[src/rtl/fwd_hazard_if.sv]
// ID-stage request / hazard-response bundle between the decode stage and fwd_hazard_ctrl.
interface fwd_hazard_if #(
  parameter int REG_ADDR_W = 5,
  parameter int CNT_W      = 16
);
  logic                  id_valid;
  logic [REG_ADDR_W-1:0] id_rs1;
  logic [REG_ADDR_W-1:0] id_rs2;
  logic                  id_uses_rs1;
  logic                  id_uses_rs2;
  logic [REG_ADDR_W-1:0] id_rd;
  logic                  id_reg_write;
  logic                  id_mem_read;
  logic                  flush;
  logic                  stall;
  logic [1:0]            fwd_sel1;
  logic [1:0]            fwd_sel2;
  logic [CNT_W-1:0]      stall_count;

  modport master (
    output id_valid, id_rs1, id_rs2, id_uses_rs1, id_uses_rs2,
           id_rd, id_reg_write, id_mem_read, flush,
    input  stall, fwd_sel1, fwd_sel2, stall_count
  );

  modport slave (
    input  id_valid, id_rs1, id_rs2, id_uses_rs1, id_uses_rs2,
           id_rd, id_reg_write, id_mem_read, flush,
    output stall, fwd_sel1, fwd_sel2, stall_count
  );
endinterface

[src/rtl/fwd_hazard_ctrl.sv]
// EX-operand forwarding select generator with load-use stall detection and a saturating
// stall-cycle counter. Keeps a private EX/MEM shadow of in-flight destination info.
module fwd_hazard_ctrl #(
  parameter int REG_ADDR_W = 5,
  parameter int CNT_W      = 16
) (
  input logic       clk,
  input logic       rst,
  fwd_hazard_if.slave bus
);

  localparam logic [1:0] SEL_RF  = 2'b00;
  localparam logic [1:0] SEL_MEM = 2'b01;
  localparam logic [1:0] SEL_WB  = 2'b10;
  localparam logic [CNT_W-1:0] CNT_ONE = CNT_W'(1);

  // WB producers are covered by regfile write-through, so no WB shadow is kept.
  logic                  ex_valid_q, ex_valid_d;
  logic [REG_ADDR_W-1:0] ex_rd_q, ex_rd_d;
  logic                  ex_reg_write_q, ex_reg_write_d;
  logic                  ex_mem_read_q, ex_mem_read_d;
  logic                  mem_valid_q;
  logic [REG_ADDR_W-1:0] mem_rd_q;
  logic                  mem_reg_write_q;
  logic [1:0]            sel1_q, sel1_d;
  logic [1:0]            sel2_q, sel2_d;
  logic [CNT_W-1:0]      cnt_q, cnt_d;

  logic hit_ex1, hit_ex2, hit_mem1, hit_mem2;
  logic stall;
  logic load_ex;

  function automatic logic producer_match(
    input logic                  v,
    input logic                  rw,
    input logic [REG_ADDR_W-1:0] rd,
    input logic [REG_ADDR_W-1:0] rs
  );
    return v & rw & (rd != '0) & (rd == rs);
  endfunction

  function automatic logic [1:0] pick_sel(
    input logic uses,
    input logic hit_ex,
    input logic hit_mem
  );
    if (!uses)        return SEL_RF;
    else if (hit_ex)  return SEL_MEM;
    else if (hit_mem) return SEL_WB;
    else              return SEL_RF;
  endfunction

  always_comb begin
    hit_ex1  = producer_match(ex_valid_q, ex_reg_write_q, ex_rd_q, bus.id_rs1);
    hit_ex2  = producer_match(ex_valid_q, ex_reg_write_q, ex_rd_q, bus.id_rs2);
    hit_mem1 = producer_match(mem_valid_q, mem_reg_write_q, mem_rd_q, bus.id_rs1);
    hit_mem2 = producer_match(mem_valid_q, mem_reg_write_q, mem_rd_q, bus.id_rs2);

    stall = bus.id_valid & ~bus.flush & ex_mem_read_q &
            ((bus.id_uses_rs1 & hit_ex1) | (bus.id_uses_rs2 & hit_ex2));

    // Flush, stall and empty ID slots all inject a bubble with neutral selects.
    load_ex = bus.id_valid & ~bus.flush & ~stall;

    ex_valid_d     = load_ex;
    ex_rd_d        = load_ex ? bus.id_rd : '0;
    ex_reg_write_d = load_ex & bus.id_reg_write;
    ex_mem_read_d  = load_ex & bus.id_mem_read;
    sel1_d         = load_ex ? pick_sel(bus.id_uses_rs1, hit_ex1, hit_mem1) : SEL_RF;
    sel2_d         = load_ex ? pick_sel(bus.id_uses_rs2, hit_ex2, hit_mem2) : SEL_RF;

    cnt_d = cnt_q;
    if (stall && (cnt_q != '1)) cnt_d = cnt_q + CNT_ONE;
  end

  always_ff @(posedge clk or posedge rst) begin
    if (rst) begin
      ex_valid_q      <= 1'b0;
      ex_rd_q         <= '0;
      ex_reg_write_q  <= 1'b0;
      ex_mem_read_q   <= 1'b0;
      mem_valid_q     <= 1'b0;
      mem_rd_q        <= '0;
      mem_reg_write_q <= 1'b0;
      sel1_q          <= SEL_RF;
      sel2_q          <= SEL_RF;
      cnt_q           <= '0;
    end else begin
      ex_valid_q      <= ex_valid_d;
      ex_rd_q         <= ex_rd_d;
      ex_reg_write_q  <= ex_reg_write_d;
      ex_mem_read_q   <= ex_mem_read_d;
      mem_valid_q     <= ex_valid_q;
      mem_rd_q        <= ex_rd_q;
      mem_reg_write_q <= ex_reg_write_q;
      sel1_q          <= sel1_d;
      sel2_q          <= sel2_d;
      cnt_q           <= cnt_d;
    end
  end

  assign bus.stall       = stall;
  assign bus.fwd_sel1    = sel1_q;
  assign bus.fwd_sel2    = sel2_q;
  assign bus.stall_count = cnt_q;

endmodule

[src/flat_wrapper.sv]
// flat-port wrapper written by rule: the top's interface ports become plain ports
module fwd_hazard_ctrl_flat 
#(
  parameter int REG_ADDR_W = 5,
  parameter int CNT_W      = 16
)
  (clk, rst, bus_id_valid, bus_id_rs1, bus_id_rs2, bus_id_uses_rs1, bus_id_uses_rs2, bus_id_rd, bus_id_reg_write, bus_id_mem_read, bus_flush, bus_stall, bus_fwd_sel1, bus_fwd_sel2, bus_stall_count);
  fwd_hazard_if #(.REG_ADDR_W(REG_ADDR_W), .CNT_W(CNT_W)) bus_i ();
  input logic clk;
  input logic rst;
  input wire logic [$bits(bus_i.id_valid)-1:0] bus_id_valid;
  input wire logic [$bits(bus_i.id_rs1)-1:0] bus_id_rs1;
  input wire logic [$bits(bus_i.id_rs2)-1:0] bus_id_rs2;
  input wire logic [$bits(bus_i.id_uses_rs1)-1:0] bus_id_uses_rs1;
  input wire logic [$bits(bus_i.id_uses_rs2)-1:0] bus_id_uses_rs2;
  input wire logic [$bits(bus_i.id_rd)-1:0] bus_id_rd;
  input wire logic [$bits(bus_i.id_reg_write)-1:0] bus_id_reg_write;
  input wire logic [$bits(bus_i.id_mem_read)-1:0] bus_id_mem_read;
  input wire logic [$bits(bus_i.flush)-1:0] bus_flush;
  output wire logic [$bits(bus_i.stall)-1:0] bus_stall;
  output wire logic [$bits(bus_i.fwd_sel1)-1:0] bus_fwd_sel1;
  output wire logic [$bits(bus_i.fwd_sel2)-1:0] bus_fwd_sel2;
  output wire logic [$bits(bus_i.stall_count)-1:0] bus_stall_count;
  assign bus_i.id_valid = bus_id_valid;
  assign bus_i.id_rs1 = bus_id_rs1;
  assign bus_i.id_rs2 = bus_id_rs2;
  assign bus_i.id_uses_rs1 = bus_id_uses_rs1;
  assign bus_i.id_uses_rs2 = bus_id_uses_rs2;
  assign bus_i.id_rd = bus_id_rd;
  assign bus_i.id_reg_write = bus_id_reg_write;
  assign bus_i.id_mem_read = bus_id_mem_read;
  assign bus_i.flush = bus_flush;
  assign bus_stall = bus_i.stall;
  assign bus_fwd_sel1 = bus_i.fwd_sel1;
  assign bus_fwd_sel2 = bus_i.fwd_sel2;
  assign bus_stall_count = bus_i.stall_count;
  fwd_hazard_ctrl #(.REG_ADDR_W(REG_ADDR_W), .CNT_W(CNT_W)) u_core (.clk(clk), .rst(rst), .bus(bus_i));
endmodule
[config.mk]
export PLATFORM = sky130hd
export DESIGN_NAME = fwd_hazard_ctrl_flat
export DESIGN_NICKNAME = d
export VERILOG_FILES = /design/src/rtl/fwd_hazard_if.sv /design/src/rtl/fwd_hazard_ctrl.sv /design/src/flat_wrapper.sv
export SDC_FILE = /design/constraint.sdc
export NUM_CORES = 1
export LEC_CHECK = 0
export ABC_AREA = 1
export BUFFER_PORTS_ARGS = -buffer_cell sky130_fd_sc_hd__buf_2
export CAP_MARGIN = 20
export CORE_MARGIN = 5
export CORE_UTILIZATION = 49
export CTS_CLUSTER_SIZE = 16
export DETAILED_ROUTE_END_ITERATION = 8
export GPL_TIMING_DRIVEN = 0
export HOLD_SLACK_MARGIN = 0.02
export PLACE_DENSITY = 0.83
export SYNTH_ARGS = -nofsm -noshare
export SYNTH_HDL_FRONTEND = slang
export SYNTH_SLANG_ARGS = --single-unit
[constraint.sdc]
create_clock -name clk -period 1.5 [get_ports clk]
set_clock_uncertainty 0.2 [all_clocks]
set_input_delay 0.375 -clock clk [delete_from_list [all_inputs] [get_ports clk]]
set_output_delay 0.375 -clock clk [all_outputs]
set_load 0.05 [all_outputs]
==> Yosys cells after proc, flatten, opt, wreduce, memory -nomap -nowiden <==
Cells that the tools add are included.
{ "totals": {"regBits": 35, "input_bits": 23, "output_inout_bits": 21, "word_cells": 47} }
{ "classes": {"addsub": 1, "n_eq_ne": 5, "n_mux": 9, "n_bitwise": 19, "reduce_logical": 3} }
{ "op_table": {"columns": ["op", "count"], "rows": [
  ["equality test 5 bit", 4],
  ["adder 16 x 1 -> 16 bit, second input constant", 1],
  ["AND 1 bit", 16],
  ["2-to-1 mux 2 bit", 8],
  ["inequality test 16 bit, second input constant", 1],
  ["nonzero test 5 bit", 2],
  ["2-to-1 mux 5 bit", 1],
  ["inverter 1 bit", 2],
  ["logical AND 1 bit", 1],
  ["OR 1 bit", 1]
]} }

==> Depth between registers and ports, before layout <==
Gate-level depths: netlist of the first run.
{ "logic_depth": {"ltp_word": 9, "ltp_mapped": 11, "depth_no_buf": 10} }

==> Least setup slack after synthesis of the first run <==
Ideal clock, no wire load.
{ "synth_path": {"kind": "register to register", "startpoint": "register u_core.cnt_q[0], in the netlist u_core.bus.stall_count[0]", "endpoint": "register u_core.cnt_q[14], in the netlist u_core.bus.stall_count[14]", "setup_time_ps": 120, "arrival_time_ps": 1679, "required_ps": 1180, "slack_ps": -499, "path_stages_with_launch": 9, "path_buffers": 0, "period_less_slack_ps": 1999, "path_cell_list": "dfrtp_1 -> ha_1 -> nand3_1 -> nor2_1 -> nand2_1 -> nor4_1 -> nand3_1 -> nand2_1 -> nand2_1"} }
{ "synth_between": {"elab_chain_cells": 2, "word_cells_on_any_way": 3, "classes_between": "add/sub: 1; eq/ne: 1; reduce/logical: 1"} }
{ "synth_rtl": {"columns": ["element", "line_no", "source"], "rows": [
  ["start: declaration", "fwd_hazard_ctrl.sv:27", "logic [CNT_W-1:0] cnt_q, cnt_d;"],
  ["start signal: assignment", "fwd_hazard_ctrl.sv:98", "cnt_q <= cnt_d;"],
  ["parallel branches: the longest is 2 deep, another holds adder 16 x 1 -> 16 bit", null, null]
]} }
Several ways; the timed one is not identified.
A chain may end at the register's enable or synchronous reset.

==> Worst setup path in the final report of the first run <==
{ "layout_path": {"startpoint": "register u_core.ex_rd_q[3]", "endpoint": "output bus_stall"} }
{ "layout_between": {"elab_chain_cells": 6, "word_cells_on_any_way": 10, "classes_between": "eq/ne: 2; bitwise: 7; reduce/logical: 1"} }
{ "layout_rtl": {"columns": ["element", "line_no", "source"], "rows": [
  ["start: declaration", "fwd_hazard_ctrl.sv:19", "logic [REG_ADDR_W-1:0] ex_rd_q, ex_rd_d;"],
  ["start signal: assignment", "fwd_hazard_ctrl.sv:90", "ex_rd_q <= ex_rd_d;"],
  ["nonzero test 5 bit", "fwd_hazard_ctrl.sv:39", "return v & rw & (rd != '0) & (rd == rs);"],
  ["AND 1 bit (2 in a row)", "fwd_hazard_ctrl.sv:39", null],
  ["AND 1 bit", "fwd_hazard_ctrl.sv:60", "((bus.id_uses_rs1 & hit_ex1) | (bus.id_uses_rs2 & hit_ex2));"],
  ["OR 1 bit (*)", "fwd_hazard_ctrl.sv:60", null],
  ["AND 1 bit (*)", "fwd_hazard_ctrl.sv:59", "stall = bus.id_valid & ~bus.flush & ex_mem_read_q &"],
  ["end: declaration", "flat_wrapper.sv:20", "output wire logic [$bits(bus_i.stall)-1:0] bus_stall;"]
]} }
Every way passes the cells marked *; elsewhere a longest branch is shown, timed or not.

==> impl_metrics.yaml, run 1 <==
timing:
  report.final.hold_viol_count: 0
  fmax_mhz: 452
  slew_headroom_pct: 74.5
  drv_slew: 0
  worst_slew_pin_slew_ps: 379
  fin_setup_tns_ps: -13330
  setup_violations: 34
  period_needed_ps: 2210
  whs_ps: 96.4
  rsz0062_at_grt: "yes"
  timing.final.crit_share_pct: 148
  layout_setup_ws_ps: -713
setup_path:
  critPathLaunchType: "flip-flop"
  end_kind: "output pin"
  crit_start: "u_core.ex_rd_q[3]$_DFF_PP0_"
  cp.required_ps: 920
  arrival_ps: 1640
  critical_path_class: "reg -> out"
  reg2reg_from: "u_core.ex_rd_q[3]$_DFF_PP0_"
  crit_fanout: 5
power_and_ir_drop:
  clock_power_share_pct: 38.5
  p_sw_share_pct: 24.5
  powerDensity_nw_per_um2: 647
  p_leak_nw: 1.42
  irDropWorstVdd_uv: 464
  p_sw_mw: 0.463
  internal_power_mw: 1.42
  p_total_mw: 1.89
  combinationalPowerShare_pct: 9.8
  seq_power_share_pct: 51.7
cells_and_area:
  most-common-layout-cells: "nand2_1 (61), inv_1 (33), buf_2 (27)"
  final_util_pct: 72.3
  design_area_sq_um: 2910
  drive_gt1_share_pct: 40.6
  n_antenna_cell: 0
  stdcell_count: 380
  nNetsFinal: 353
  mostFrequentLayoutCell: "nand2_1"
  synthToLayoutAreaGrowth_pct: 42.3
logic_synthesis:
  syn_nets: 282
  synth_top_family_by_area: "simple AND/OR/NAND/NOR gates"
  yosys_warnings: 0
  synthXorXnorAreaFrac_pct: 8.98
  synth-simple-area-share_pct: 37.9
  synth_area_per_cell_sq_um: 7.94
  synthMuxAreaShare_pct: 0
  synth_cells: 258
  yosysSeqAreaShare_pct: 42.8
  synth-seq-cells: 35
  ys_types: 26
  yosys.area_share.adder_pct: 0.611
  synth_compound_area_share_pct: 0.733
  netlist_area_sq_um: 2050
placed_design:
  dp_slack_ps: -592
  dp_cells: 352
  place_area_sq_um: 2420
  globalplace.congestion: 0.891
  dp_hpwl_um: 3600
  io_buffer_count: 43
route:
  drcViolationCount: 0
  num_vias: 2071
  drt_iter0_drc: 246
  viasPerCell: 5.45
  drt_wl_total_um: 5980
  dr.pass1.iters: 5
  avgRoutedWirePerCell_um: 15.7
  ant_nets: 0
clocking:
  cts.clk_slew.worst_paths_ps: 70
  clock_path_buffers: 2
  root_buffer: "clkbuf_8"
  clk_latency_ps: 300
  cts_tree: "done"
  clkSinkCount: 35
  cts_buffers: 5
  htreeDepth: 2
floorplan:
  die_h_um: 74.7
  coreArea_sq_um: 4030
  num_rows: 23
  die_w_um: 74.7
  initial_core_util_pct: 50.8
  ioPinCount: 44
  dieArea_sq_um: 5570
hold_path:
  hp-start: "bus_id_reg_write"
  hp-class: "in -> reg"
grt:
  antenna_found_initial: 0
  grt.overflow.total: 0
  grt_pass1_wl_um: 9340
  grt_start_max_net_pins: 25
  grt_pass1_vias: 2031
  grt.total_usage_pct: 22.5
outcome:
  violations: "setup timing"
  outcome: "finished with violations"
flow_run:
  maxCapViolCount: 0
==> registers in the layout (all words and copies together) (netlist names) <==
name                    cells
u_core.bus.fwd_sel1         2
u_core.bus.fwd_sel2         2
u_core.bus.stall_count     16
u_core.ex_mem_read_q        1
u_core.ex_rd_q              5
u_core.ex_reg_write_q       1
u_core.ex_valid_q           1
u_core.mem_rd_q             5
u_core.mem_reg_write_q      1
u_core.mem_valid_q          1
==> logic make-up after synthesis <==
kind of cell,after synthesis
fa+ha+maj,1
compound gates,3
simple gates,155
xor+xnor,21
flops,35
buf+inv,43
==> cell type report <==
| cell class | count | area (sq um) |
|---|---|---|
| well taps | 50 | 62.6 |
| plain buffers | 5 | 53.8 |
| multi-input cells | 181 | 1080 |
| fillers | 293 | 1110 |
| clock inverters | 1 | 8.76 |
| flip-flops and latches | 35 | 897 |
| clock buffers | 7 | 86.3 |
| inverters | 38 | 150 |
| repair buffers | 63 | 574 |
==> worst paths after layout <==
path	to	slack [ps]	depth (start not counted)
worst max register to register	u_core.bus.stall_count[5]$_DFFE_PP0P_	-500	10
worst min register to register	u_core.mem_valid_q$_DFF_PP0_	190	0
worst min-delay path	u_core.ex_reg_write_q$_DFF_PP0_	100	3
worst max-delay path	bus_stall	-710	7
max in group asynchronous	u_core.ex_rd_q[1]$_DFF_PP0_	300	4
min in group asynchronous	u_core.bus.stall_count[8]$_DFFE_PP0P_	390	3
==> critical path, stage by stage (launching register included) <==
cell	delay, ps
dfrtp_1	440
xor2_1	170
nor2_1	190
nand4_2	170
nand2_4	110
nand2_4	50
clkinvlp_4	80
buf_8	140
==> per-layer routing <==
layer	global-route usage [%]	up-vias	part of all wire, %
li1	-	966	-
met1	27.5	957	38
met2	37.7	122	50
met3	3.74	26	8.8
met4	12.6	0	3.1
met5	0	-	0
==> power by group through the flow <==
stage | combinational (mW) | clock, mW | sequential, mW
final | 0.186 | 0.725 | 0.975
after global routing | 0.207 | 0.768 | 0.977
after CTS | 0.179 | 0.733 | 0.975
after detailed placement | 0.160 | 0 | 0.993
after global placement | 0.148 | 0 | 0.992
after floorplan | 0.0954 | 0 | 0.989
==> cell usage after synthesis <==
cell,number,area (sq um)
nor2_2,10,62.6
nor2_4,2,22.5
buf_2,1,5.00
ha_1,1,12.5
nor2_1,19,71.3
nand4_1,22,138
nand3_1,20,100
clkbuf_4,1,7.51
nand4_2,2,25.0
or2_2,1,6.26
xnor2_1,10,87.6
nand3_2,3,30.0
nand3b_1,2,15.0
nand2_1,65,244
a21oi_1,2,10.0
buf_6,2,22.5
xor2_1,11,96.3
o21ai_0,1,5.00
nand2_2,2,12.5
buf_4,1,7.51
nor4_1,1,6.26
inv_2,1,3.75
dfrtp_1,35,876
nand2_4,2,22.5
nor3_1,4,20.0
inv_1,37,139
==> timing repair <==
| action | in CTS | in global routing |
|---|---|---|
| resized for setup | 47 | 14 |
| cloned | 4 | 0 |
| setup endpoints to repair | 45 | 63 |
| hold buffers | 1 | 0 |
| endpoints found under the hold margin | 11 | 0 |
| pin swaps | 4 | 3 |
| buffers inserted | 12 | 4 |
No activity file was read; power rests on OpenSTA's default activity.
==> run 2, diff against run 1 <==
Settings changed: CORE_UTILIZATION 49 to 58, PLACE_DENSITY 0.83 to 0.91, SETUP_SLACK_MARGIN set to 0.3.
Clock period 1.5 ns to 2.6 ns, I/O delays scaled along.
==> impl_metrics.yaml, run 2 (same netlist as run 1, synthesis figures left out) <==
clocking:
  cts.clk_slew.worst_paths_ps: 130
  ctsHoldBuffers: 0
  clkSinkCount: 35
  cts_buffers: 5
  clock_path_buffers: 2
  clk_latency_ps: 350
  htreeDepth: 2
  root_buffer: "clkbuf_4"
  cts_tree: "done"
setup_path:
  crit_fanout: 4
  path_cells: "xnor2_1 -> nand2_1 -> nor2_4 -> nand4_4 -> nand2_4 -> nand2_4 -> clkinvlp_4 -> buf_8"
  critPathLaunchType: "flip-flop"
  worst-path-buf-inv: 2
  critical_path_class: "reg -> out"
  crit_family: "simple AND/OR/NAND/NOR gates"
  path_common_cell: "nand2_4"
  arrival_ps: 1750
  worst_path_max_delay_cell: "dfrtp_2"
  slowest_delay_ps: 470
  cp.required_ps: 1750
  end_kind: "output pin"
floorplan:
  die_h_um: 69.4
  initial_core_util_pct: 60.4
  dieArea_sq_um: 4820
  coreArea_sq_um: 3390
  die_w_um: 69.4
  ioPinCount: 44
  num_rows: 21
route:
  avgRoutedWirePerCell_um: 13.8
  ant_nets: 0
  drcViolationCount: 0
  drt_iter0_drc: 393
  drt_wl_total_um: 4960
  num_vias: 1978
  dr.pass1.iters: 6
  viasPerCell: 5.49
power_and_ir_drop:
  p_total_mw: 1.17
  irDropWorstVdd_uv: 348
  p_leak_nw: 1.36
  powerDensity_nw_per_um2: 458
cells_and_area:
  design_area_sq_um: 2550
  mostFrequentLayoutCell: "nand2_1"
  nFillCells: 234
  drive_gt1_share_pct: 31.5
  nNetsFinal: 337
  final_util_pct: 75.3
  regArea_sq_um: 881
  n_antenna_cell: 0
  multiInputGateArea_sq_um: 1040
  synthToLayoutAreaGrowth_pct: 24.7
  largest_reg_flops: 16
  most-common-layout-cells: "nand2_1 (65), buf_2 (43), inv_1 (33)"
placed_design:
  place_area_sq_um: 2350
  dp_hpwl_um: 3410
  dp_slack_ps: -18.7
  io_buffer_count: 43
  globalplace.congestion: 0.877
timing:
  drv_slew: 0
  fmax_mhz: 384
  rsz0062_at_grt: "yes"
  timing.final.crit_share_pct: 100
  report.final.hold_viol_count: 0
  slew_headroom_pct: 49.3
  setup_violations: 1
  period_needed_ps: 2600
  whs_ps: 173
  layout_setup_ws_ps: -4.80
  worst_slew_pin_slew_ps: 759
hold_path:
  hp-class: "reg -> reg"
outcome:
  outcome: "finished with violations"
  violations: "setup timing"
grt:
  grt_start_max_net_pins: 19
  grt_pass1_wl_um: 8360
  grt_pass1_vias: 1880
  grt.overflow.total: 0
  antenna_found_initial: 0
  grt.total_usage_pct: 20.9
flow_run:
  maxCapViolCount: 0
==> run 2: metal layers <==
metal | GRT usage [%] | share of wire [%] | up-vias | wire (um)
met4 | 7.38 | 2.6 | 0 | 127
li1 | - | - | 936 | -
met3 | 4.20 | 9.1 | 16 | 449
met1 | 26.0 | 39 | 905 | 1920
met5 | 0 | 0 | - | 0
met2 | 35.9 | 50 | 121 | 2460
==> run 2: what timing repair did <==
action                     4_1_cts  5_1_grt
gates resized for setup          2       18
pin swaps                        3        8
setup buffers                    1        3
setup endpoints to repair        1        1
==> run 2: worst paths after layout <==
path / start / endpoint / slack, ps / cells after the start
max: u_core.ex_rd_q[0]$_DFF_PP0_ / bus_stall / -5 / 8
min reg2reg: u_core.ex_reg_write_q$_DFF_PP0_ / u_core.mem_reg_write_q$_DFF_PP0_ / 170 / 0
min in group asynchronous: rst / u_core.mem_rd_q[2]$_DFF_PP0_ / 210 / 2
max reg2reg: u_core.ex_rd_q[0]$_DFF_PP0_ / u_core.bus.stall_count[9]$_DFFE_PP0P_ / 540 / 10
min: u_core.ex_reg_write_q$_DFF_PP0_ / u_core.mem_reg_write_q$_DFF_PP0_ / 170 / 0
max in group asynchronous: rst / u_core.ex_rd_q[0]$_DFF_PP0_ / 1420 / 3
==> run 2: final cells by class <==
type | count | area share, %
inverter | 38 | 5.73
timing repair buffer | 48 | 11.1
clock inverter | 3 | 2.65
buffer | 5 | 1.67
tap | 46 | 2.25
multi-input combinational | 180 | 40.7
clock buffer | 5 | 1.47
sequential | 35 | 34.5
==> run 2: worst register-to-register path: stages, from the launching register on <==
cell	delay, ps
dfrtp_2	470
xnor2_1	210
nand2_1	130
nor2_4	130
nand4_4	100
nand2_4	100
buf_4	100
buf_4	130
nand3_2	210
nand2_1	130
nand2_1	60
==> run 2: metrics by stage <==
stage               std cells  setup TNS (ps)
floorplan                 258               0
detailed placement        348           -18.7
global route              360           -66.2
CTS                       357               0
finish                    360           -4.80
global placement          347               0
==> run 2: power by group <==
group,internal (mW),switching (mW),leakage [nW]
registers,0.554,0.0101,0.474
clock network,0.299,0.203,0.0514
logic,0.0428,0.0601,0.835
total,0.895,0.273,1.36
==> run 3, diff against run 2 <==
Settings changed: CORE_ASPECT_RATIO set to 0.75.
==> impl_metrics.yaml, run 3 (same netlist as run 1, synthesis figures left out) <==
power_and_ir_drop:
  clock_power_share_pct: 42.9
  p_sw_share_pct: 23.5
  powerDensity_nw_per_um2: 455
  irDropWorstVdd_uv: 615
  p_leak_nw: 1.36
  p_sw_mw: 0.272
  seq_power_share_pct: 48.6
  combinationalPowerShare_pct: 8.5
  internal_power_mw: 0.887
timing:
  period_needed_ps: 2520
  report.final.hold_viol_count: 0
  fin_setup_tns_ps: 0
  timing.final.crit_share_pct: 96.9
  slew_headroom_pct: 52.4
  layout_setup_ws_ps: 81.3
  rsz0062_at_grt: "yes"
  fmax_mhz: 397
  drv_slew: 0
  whs_ps: 214
  worst_slew_pin_slew_ps: 712
  setup_violations: 0
grt:
  grt_start_max_net_pins: 19
  antenna_found_initial: 0
  grt_pass1_wl_um: 8060
  grt_pass1_vias: 1795
  grt.overflow.total: 0
  grt.total_usage_pct: 22.4
route:
  avgRoutedWirePerCell_um: 13.9
  drcViolationCount: 0
  drt_iter0_drc: 150
  viasPerCell: 5.48
  ant_nets: 0
  drt_wl_total_um: 4930
  dr.pass1.iters: 5
  num_vias: 1940
setup_path:
  worst_path_max_delay_cell: "dfrtp_2"
  crit_start: "u_core.ex_rd_q[1]$_DFF_PP0_"
  end_kind: "output pin"
  cp.required_ps: 1750
  slowest_delay_ps: 450
  path_cells: "nor2_1 -> nand3b_1 -> nand2_2 -> inv_1 -> nand4_2 -> nand2_4 -> nand2_4 -> clkinvlp_4 -> buf_8"
  crit_family: "simple AND/OR/NAND/NOR gates"
  path_common_cell: "nand2_4"
  worst-path-buf-inv: 3
  crit_fanout: 5
  critPathLaunchType: "flip-flop"
  reg2reg_from: "u_core.ex_rd_q[4]$_DFF_PP0_"
  arrival_ps: 1670
  critical_path_class: "reg -> out"
floorplan:
  initial_core_util_pct: 61.0
  ioPinCount: 44
  num_rows: 18
  coreArea_sq_um: 3360
  die_h_um: 61.5
  die_w_um: 78.6
  dieArea_sq_um: 4830
clocking:
  clk_latency_ps: 290
  clkSinkCount: 35
  clock_path_buffers: 2
  cts.clk_slew.worst_paths_ps: 80
  cts_buffers: 5
  cts_tree: "done"
  htreeDepth: 2
  ctsHoldBuffers: 0
  root_buffer: "clkbuf_8"
hold_path:
  hp-start: "u_core.ex_reg_write_q$_DFF_PP0_"
  hp-class: "reg -> reg"
cells_and_area:
  n_antenna_cell: 0
  largest_reg_flops: 16
  mostFrequentLayoutCell: "nand2_1"
  nFillCells: 239
  regArea_sq_um: 880
  synthToLayoutAreaGrowth_pct: 24.3
  most-common-layout-cells: "nand2_1 (65), buf_2 (42), inv_1 (35)"
  multiInputGateArea_sq_um: 1020
  drive_gt1_share_pct: 29.6
  nNetsFinal: 337
placed_design:
  dp_slack_ps: -43.5
  io_buffer_count: 43
  dp_hpwl_um: 3630
  globalplace.congestion: 0.972
outcome:
  outcome: "complete, no violations"
flow_run:
  maxCapViolCount: 0
## run 3: cell types whose count changed in the layout (fill, tap and decap cells not counted), moves of 2 or more
cell | before | now
clkbuf_4 | 6 | 1
clkbuf_8 | 0 | 5
nor2_1 | 14 | 17
inv_1 | 33 | 35
inv_2 | 4 | 2
nor2_2 | 13 | 11
## run 3: what timing repair did
| action | 4_1_cts | 5_1_grt |
|---|---|---|
| setup endpoints to repair | 1 | 1 |
| buffers inserted | 4 | 0 |
| endpoints found under the hold margin | 0 | 0 |
| resized for setup | 10 | 5 |
| pin swaps | 6 | 0 |
## run 3: per-stage QoR
| step | utilization, % | instance area, sq um | std cells | total power [mW] |
|---|---|---|---|---|
| floorplan | - | 2050 | 258 | 0.626 |
| global placement | 69.1 | 2320 | 341 | 0.656 |
| detailed placement | 69.9 | 2350 | 342 | 0.665 |
| CTS | 75.3 | 2530 | 354 | 1.16 |
| global route | 75.8 | 2540 | 354 | 1.20 |
| finish | 75.8 | 2540 | 354 | 1.16 |
## run 3: routing by layer
metal	up-vias	part of all wire, %	wire length (um)	track usage, %
met5	-	0	0	0
met4	0	2.4	116	8.98
met3	12	8.8	436	5.70
met2	104	46	2280	36.8
met1	893	43	2100	29.2
li1	931	-	-	-
## run 3: final timing paths
path / to / slack [ps] / cells after the start
worst max-delay path: bus_stall / 80 / 9
worst min-delay path: u_core.mem_reg_write_q$_DFF_PP0_ / 210 / 0
worst max register to register: u_core.bus.stall_count[15]$_DFFE_PP0P_ / 680 / 8
worst min register to register: u_core.mem_reg_write_q$_DFF_PP0_ / 210 / 0
max in group asynchronous: u_core.bus.fwd_sel2[1]$_DFF_PP0_ / 1390 / 3
min in group asynchronous: u_core.ex_reg_write_q$_DFF_PP0_ / 260 / 2
## run 3: power by group through the flow
stage	clock network (mW)	logic, mW	registers, mW
6_report	0.497	0.0981	0.563
5_1_grt	0.525	0.110	0.564
4_1_cts	0.502	0.0966	0.563
3_5_place_dp	0	0.0926	0.573
3_3_place_gp	0	0.0834	0.572
2_1_floorplan	0	0.0550	0.571
## run 3: worst register-to-register path: cells and delay by family, from the launching register on
| family | cells | cell delay, ps |
|---|---|---|
| and+or+nand+nor | 6 | 870 |
| DFF | 1 | 430 |
| xor gates and xnor gates | 1 | 180 |
| buffers and inverters | 1 | 140 |
## run 3: area by class of cell
class / instances / area share [%]
sequential: 35 / 34.6
inverter: 38 / 5.75
timing repair buffer: 48 / 11.5
multi-input combinational: 180 / 40.0
clock buffer: 5 / 2.70
clock inverter: 3 / 1.87
buffer: 5 / 1.67
tap: 40 / 1.97
